<file path="config.mk">
export PLATFORM = sky130hd
export DESIGN_NAME = weight_dma_sequencer
export DESIGN_NICKNAME = d
export VERILOG_FILES = /design/src/rtl/weight_dma_sequencer.sv
export SDC_FILE = /design/constraint.sdc
export NUM_CORES = 1
export LEC_CHECK = 0
export ABC_CLOCK_PERIOD_IN_PS = 3300
export BUFFER_PORTS_ARGS = -buffer_cell sky130_fd_sc_hd__buf_2
export CAP_MARGIN = 10
export CORE_MARGIN = 10
export CORE_UTILIZATION = 50
export DETAILED_ROUTE_END_ITERATION = 10
export GPL_ROUTABILITY_DRIVEN = 0
export PLACE_DENSITY_LB_ADDON = 0.1
export SYNTH_ARGS = -nofsm -noshare
export SYNTH_HDL_FRONTEND = slang
export SYNTH_SLANG_ARGS = --single-unit
</file>
<file path="constraint.sdc">
create_clock -name i_clk -period 3.3 [get_ports i_clk]
set_input_delay 0.495 -clock i_clk [delete_from_list [all_inputs] [get_ports i_clk]]
set_output_delay 0.495 -clock i_clk [all_outputs]
set_load 0.01 [all_outputs]
</file>
<file path="src/rtl/weight_dma_sequencer.sv">
// Streams conv and FC weights from ITCM into the conv SRAM and four striped FC banks.
// Each cycle issues one ITCM read; the returned word is written one cycle later.
module weight_dma_sequencer #(
  parameter int unsigned DW = 16,
  parameter int unsigned AW = 16
) (
  input  logic          i_clk,
  input  logic          i_rst_n,
  input  logic          i_dma_start,
  input  logic [AW-1:0] i_conv_weight_length,
  input  logic [AW-1:0] i_fc_weight_length,
  output logic [AW-1:0] o_itcm_addr,
  input  logic [DW-1:0] i_itcm_data,
  output logic          o_write_en,
  output logic [4:0]    o_dma_control,
  output logic [AW-1:0] o_wr_addr,
  output logic [DW-1:0] o_wr_data,
  output logic          o_busy,
  output logic          o_dma_finish
);

  localparam int unsigned CW = 5;

  typedef enum logic [2:0] {
    ST_IDLE,
    ST_CONV,
    ST_FC,
    ST_DRAIN,
    ST_DONE
  } state_e;

  state_e        state_q, state_d;
  logic [AW-1:0] conv_len_q, conv_len_d;
  logic [AW-1:0] fc_len_q, fc_len_d;
  logic [AW-1:0] cnt_q, cnt_d;
  logic [AW-1:0] itcm_addr_q, itcm_addr_d;
  logic [AW-1:0] wr_addr_q, wr_addr_d;
  logic [CW-1:0] ctrl_q, ctrl_d;
  logic          we_q, we_d;
  logic          busy_q, busy_d;
  logic          fin_q, fin_d;
  logic [AW-1:0] conv_last;
  logic [AW-1:0] fc_last;

  assign conv_last = AW'(conv_len_q - AW'(1));
  assign fc_last   = AW'(fc_len_q - AW'(1));

  // Next-state, read address and write-strobe generation.
  always_comb begin
    state_d     = state_q;
    conv_len_d  = conv_len_q;
    fc_len_d    = fc_len_q;
    cnt_d       = cnt_q;
    itcm_addr_d = itcm_addr_q;
    we_d        = 1'b0;
    ctrl_d      = '0;
    wr_addr_d   = '0;

    case (state_q)
      ST_IDLE: begin
        if (i_dma_start) begin
          conv_len_d = i_conv_weight_length;
          fc_len_d   = i_fc_weight_length;
          cnt_d      = '0;
          if (i_conv_weight_length != '0) begin
            state_d     = ST_CONV;
            itcm_addr_d = '0;
          end else if (i_fc_weight_length != '0) begin
            state_d     = ST_FC;
            itcm_addr_d = '0;
          end else begin
            state_d = ST_DONE;
          end
        end
      end
      ST_CONV: begin
        if (!i_dma_start) begin
          state_d = ST_IDLE;
        end else begin
          we_d      = 1'b1;
          ctrl_d    = CW'(1);
          wr_addr_d = cnt_q;
          if (cnt_q == conv_last) begin
            cnt_d = '0;
            // Roll straight into FC so the read stream has no bubble.
            if (fc_len_q != '0) begin
              state_d     = ST_FC;
              itcm_addr_d = AW'(itcm_addr_q + AW'(1));
            end else begin
              state_d = ST_DRAIN;
            end
          end else begin
            cnt_d       = AW'(cnt_q + AW'(1));
            itcm_addr_d = AW'(itcm_addr_q + AW'(1));
          end
        end
      end
      ST_FC: begin
        if (!i_dma_start) begin
          state_d = ST_IDLE;
        end else begin
          we_d      = 1'b1;
          ctrl_d    = CW'(CW'(2) << cnt_q[1:0]);
          wr_addr_d = AW'(cnt_q >> 2);
          if (cnt_q == fc_last) begin
            state_d = ST_DRAIN;
          end else begin
            cnt_d       = AW'(cnt_q + AW'(1));
            itcm_addr_d = AW'(itcm_addr_q + AW'(1));
          end
        end
      end
      ST_DRAIN: begin
        state_d = i_dma_start ? ST_DONE : ST_IDLE;
      end
      ST_DONE: begin
        if (!i_dma_start) state_d = ST_IDLE;
      end
      default: begin
        state_d = ST_IDLE;
      end
    endcase

    busy_d = (state_d == ST_CONV) || (state_d == ST_FC) || (state_d == ST_DRAIN);
    fin_d  = (state_d == ST_DONE);
  end

  always_ff @(posedge i_clk or negedge i_rst_n) begin
    if (!i_rst_n) begin
      state_q     <= ST_IDLE;
      conv_len_q  <= '0;
      fc_len_q    <= '0;
      cnt_q       <= '0;
      itcm_addr_q <= '0;
      wr_addr_q   <= '0;
      ctrl_q      <= '0;
      we_q        <= 1'b0;
      busy_q      <= 1'b0;
      fin_q       <= 1'b0;
    end else begin
      state_q     <= state_d;
      conv_len_q  <= conv_len_d;
      fc_len_q    <= fc_len_d;
      cnt_q       <= cnt_d;
      itcm_addr_q <= itcm_addr_d;
      wr_addr_q   <= wr_addr_d;
      ctrl_q      <= ctrl_d;
      we_q        <= we_d;
      busy_q      <= busy_d;
      fin_q       <= fin_d;
    end
  end

  // ITCM data arrives in the write cycle itself, so write data passes straight through.
  assign o_wr_data     = we_q ? i_itcm_data : '0;
  assign o_itcm_addr   = itcm_addr_q;
  assign o_write_en    = we_q;
  assign o_dma_control = ctrl_q;
  assign o_wr_addr     = wr_addr_q;
  assign o_busy        = busy_q;
  assign o_dma_finish  = fin_q;

endmodule

</file>
Yosys cells after proc, flatten, opt, wreduce, memory -nomap -nowiden
Cells that the tools add are included.
{"block": "classes", "n_reduce_logical": 11, "n_addsub": 4, "mux": 35, "eq_ne": 16, "n_shift": 1}
{"cell": "16-bit 2-to-1 mux", "n": 15}
{"cell": "16-bit one-hot mux with 3 select lines", "n": 2}
{"cell": "16-bit nonzero test", "n": 3}
{"cell": "16-bit by 1-bit adder with 16-bit output, second input constant", "n": 2}
{"cell": "16-bit equality test", "n": 2}
{"cell": "16-bit one-hot mux with 2 select lines", "n": 1}
{"cell": "16-bit by 1-bit subtractor with 16-bit output, second input constant", "n": 2}
{"cell": "3-bit 2-to-1 mux", "n": 9}
{"cell": "3-bit one-hot mux with 5 select lines", "n": 1}
{"cell": "14-bit 2-to-1 mux", "n": 1}
{"cell": "3-bit by 2-bit equality test with 1-bit output, second input constant", "n": 4}
{"cell": "5-bit one-hot mux with 2 select lines", "n": 1}
{"cell": "2-bit inequality test, second input constant", "n": 4}
{"cell": "7-bit AND reduction", "n": 1}
{"cell": "3-bit by 1-bit equality test with 1-bit output, second input constant", "n": 2}
{"cell": "3-bit equality test, second input constant", "n": 2}
{"cell": "3-bit inequality test, second input constant", "n": 2}
{"cell": "5-bit 2-to-1 mux", "n": 1}
{"cell": "5-bit AND reduction", "n": 1}
{"cell": "2-bit by 2-bit << shifter with 5-bit output, first input constant", "n": 1}
{"cell": "1-bit 2-to-1 mux", "n": 4}
{"cell": "3-bit logical NOT", "n": 1}
{"cell": "3-bit nonzero test", "n": 1}
{"cell": "1-bit logical OR", "n": 2}
{"cell": "2 further kinds", "n": 2}
{"block": "totals", "out_inout_bits": 56, "reg_bits": 91, "in_bits": 51}

Logic depth before layout (Yosys ltp)
{"block": "logic_depth", "depth_word": 8, "depth_mapped": 12}

Least setup slack after synthesis
OpenSTA, ideal clock, no wires.
{"block": "synth_path", "kind": "register to register", "from": "reg fc_len_q[0]", "to": "reg cnt_q[11]", "n_path_buf": 2, "t_arrival_ns": 2.883, "slack_ns": 0.281, "setup_time_ns": 0.136, "period_less_slack_ns": 3.019, "path_stages_with_launch": 13, "path_cell_list": "dfrtp_1 inv_1 ha_1 or3b_2 a2111oi_0 nand4b_1 a2111oi_0 nand4_1 nand2b_1 buf_4 or2_2 buf_4 o31ai_1"}
{"block": "synth_between", "elab_chain_len": 4}
{"item": "from (decl)", "line": "34", "source": "logic [AW-1:0] fc_len_q, fc_len_d;"}
{"item": "from (signal assigned)", "line": "143", "source": "fc_len_q <= fc_len_d;"}
{"item": "16-bit by 1-bit subtractor with 16-bit output", "line": "46", "source": "assign fc_last = AW'(fc_len_q - AW'(1));"}
{"item": "16-bit equality test", "line": "105", "source": "if (cnt_q == fc_last) begin"}
{"item": "2-bit inequality test (no source line)"}
{"item": "5-bit AND reduction (no source line)"}
{"item": "to (signal assigned)", "line": "144", "source": "cnt_q <= cnt_d;"}
{"item": "to (decl)", "line": "35", "source": "logic [AW-1:0] cnt_q, cnt_d;"}
Every way passes these cells.
A chain may end at the register's enable or synchronous reset.

Worst setup path after layout
{"block": "layout_path", "from": "reg fc_len_q[1]", "to": "reg cnt_q[14]"}
The elaborated chain is that of the path after synthesis.

==> metrics.txt <==
CP required=3.60 ns; Post-synth top cells=dfrtp_1, nand2_1, nand3_1, nor2_1, mux2_2; initial core utilization=51.85%; crit path launch=fc_len_q[1]; Post-DRT Antenna Nets=0; CP Cell Sequence=inv_1 -> ha_1 -> buf_4 -> or3b_2 -> nor4_1 -> xnor2_1 -> a2111oi_2 -> buf_4 -> nand4_1 -> nand2b_1 -> buf_4 -> or4_1 -> a21oi_1; Distinct cells, synth=67; Sw Ratio=34.50%; total power draw=a little under 3 mW; Sequential Power Share=a little under half; setup TNS=0 ns; Util after Layout=between 60% and 70%; total routed wirelength=14.45 mm; max capacitance violation total=0; f_max=roughly 320 MHz; DR pass1 iterations=5; Clk pin slew, worst setup/hold paths=about 0.10 ns; Area Overhead vs Synth=19.44%; GR Util met2=around 29%; first-pass GRT wire length=between 20 and 25 mm; IO Pins=about 110; LEAKAGE=slightly above 3 nW; Placeable Area=0.01046 mm2; Ys Warns=0; combinational group share of total power=~29%; worst hold margin=0.03166 ns; Total GRT Usage=around 19%; IO Port Bufs=between 100 and 150; Die Width=about 120 um; Synth Register Bits=roughly 90; reg2reg setup slack=between 0.15 and 0.2 ns; PwrDens=460.1 mW/mm2; largest net degree at the start of global routing=39; gr busiest metal=met2; status=finished, final reports clean; Antenna Cells=0; placed wire-length estimate=11.17 mm; global route overflow=0; buffers plus inverters on the worst setup path=4; post-synth top area share=41.97%; clock latency on the worst-skew pair=approximately 0.37 ns; fin crit share=between 90% and 100%; synth top area cells=dfrtp_1, mux2_2, and2_1; vias post-DR=4,768; # fillers=just over 900; CTS HTree Levels=3; clk root buf=clkbuf_8; Cells after Synth=around 570; worst slew pin tran=slightly above 1 ns; CP top delay family=simple AND/OR/NAND/NOR gates; Avg Cell Area, Syn=around 9.5 um2; DRT iter0 DRCs=roughly 380; sequential share of the synthesized area=between 40% and 50%; Final Hold Fails=0; Netlist Area Pre-Place=0.005425 mm2; CP max-delay cell=or4_1; ys flop type=dfrtp_1; crit path max fanout=8; FFs w/ async S/R, synth=100.0%; worst r2r src=fc_len_q[1]; P_int=just under 2 mW; vias in the first global route=roughly 4,600; Critical Path Start Type=flip-flop; CTS Buffer Depth=2; min Tclk post-route=3.104 ns; Routed WL per cell=17.26 um; initial antenna violation count=0; Data arrival, critical path=roughly 3.4 ns; vias per cell=5.697; met3 usage=under 10%; final net count=roughly 750; CTS tree=yes; final setup fails=0; CP endpoint kind=flip-flop; hold_buf cts=0; die height=between 100 and 150 um; Tightest Hold Check Type=input pin to async pin; Peak VDD IR=~230 uV; std cell rows=37; Yosys top cell by area=dfrtp_1; Sw Pwr=roughly 1.0 mW; Num CTS Buffers=9; CP most frequent cell=buf_4; layout cell share with drive strength beyond 1=between 30% and 40%; skew final=0.01079 ns; Slew Limit Fails=0; max_slew headroom=30.95%; EDFF count, synth=0; drt drc=0; met1 usage=between 20% and 30%; Post-Syn Nets=630; slowest cell delay on critical path=0.50 ns; dominant cell by count in the synthesized netlist=dfrtp_1; clock network fraction of total power=24.1%; kind of critical path=flip-flop to flip-flop; Die Area=0.01542 mm2; Sink Count=91
==> layout make-up <==
class | count | area, um2 | area share [%]
Multi-Input combinational cell | 425 | 2933 | 45.26
Sequential cell | 91 | 2277 | 35.14
Timing Repair Buffer | 147 | 840.8 | 12.98
Tap cell | 136 | 170.2 | 2.626
Clock buffer | 11 | 141.4 | 2.182
Inverter | 22 | 82.58 | 1.274
Clock inverter | 5 | 35.03 | 0.5406
==> power groups by stage <==
stage | registers [mW] | clock network [mW] | logic (mW)
floorplan | 1.40 | 0 | 0.552
global placement | 1.41 | 0 | 0.815
detailed placement | 1.41 | 0 | 0.839
CTS | 1.39 | 0.732 | 0.843
global route | 1.42 | 0.783 | 0.957
finish | 1.40 | 0.720 | 0.865
==> flip-flops by register name, indices dropped and copies added (netlist names) <==
| register | flops |
|---|---|
| o_itcm_addr | 16 |
| state_q | 3 |
| o_dma_control | 5 |
| o_busy | 1 |
| o_write_en | 1 |
| cnt_q | 16 |
| fc_len_q | 16 |
| conv_len_q | 16 |
| o_wr_addr | 16 |
| o_dma_finish | 1 |
==> layout by cell type (no fill, tap or decap), types with 11 or more instances in the layout <==
master / synthesis / routed
buf_2: 1 / 105
dfrtp_1: 91 / 91
buf_4: 4 / 42
nand2_1: 38 / 38
nor2_1: 30 / 30
nand3_1: 30 / 30
mux2_2: 28 / 28
and2_1: 26 / 26
inv_1: 21 / 21
and3_1: 21 / 21
o21ai_0: 19 / 19
xnor2_1: 18 / 18
a21oi_1: 18 / 18
nor4_1: 17 / 17
xor2_1: 15 / 15
nand2b_1: 12 / 11
==> logic make-up (layout without fill, tap and decap cells) <==
| family | count (synthesis) | count (layout) | share of synthesized area, % |
|---|---|---|---|
| flip-flops | 91 | 91 | 41.97 |
| buffers and inverters | 56 | 185 | 4.728 |
| adder cells (fa/ha/maj) | 7 | 7 | 1.614 |
| AO/OA/AOI/OAI | 115 | 115 | 14.95 |
| XOR/XNOR | 33 | 33 | 5.328 |
| AND/OR/NAND/NOR | 237 | 237 | 24.68 |
| multiplexers | 33 | 33 | 6.734 |
==> worst reg2reg max path, delay by kind of cell, from the launching register on <==
family	cells	cell delay, ns
AOI/OAI and AO/OA	2	0.22
and+or+nand+nor	5	1.52
DFF	1	0.40
adders and majority gates	1	0.16
buffers and inverters	4	0.56
xor gates and xnor gates	1	0.18
==> per-layer routing <==
metal | part of all wire [%] | vias to the layer above
met5 | 0 | -
met4 | 1.3 | 0
met3 | 6.3 | 16
met2 | 47 | 127
met1 | 45 | 2301
li1 | - | 2324
==> path summary, 6_finish.rpt <==
| path | end | cells past startpoint |
|---|---|---|
| setup / recovery | cnt_q[14] | 13 |
| hold / removal | o_wr_addr[2] | 1 |
| setup reg to reg | cnt_q[14] | 13 |
| hold reg to reg | o_itcm_addr[2] | 1 |
| max in group asynchronous | o_itcm_addr[1] | 2 |
| min in group i_clk | conv_len_q[4] | 3 |
==> repair_timing <==
item	in CTS	in global routing
pin swaps	0	1
endpoints found under the setup margin	7	32
buffers inserted	0	5
gates resized for setup	1	9
gates cloned	0	0
==> per-stage QoR <==
| stage | setup slack, ns | std cells | instance area (um2) |
|---|---|---|---|
| 2_1_floorplan | 0.2808 | 572 | 5425 |
| 3_3_place_gp | 0.1322 | 816 | 6230 |
| 3_5_place_dp | -0.01371 | 816 | 6230 |
| 4_1_cts | 0.03544 | 832 | 6409 |
| 5_1_grt | -0.02580 | 837 | 6480 |
| 6_report | 0.1956 | 837 | 6480 |
Power figures use the tool's default switching activity.
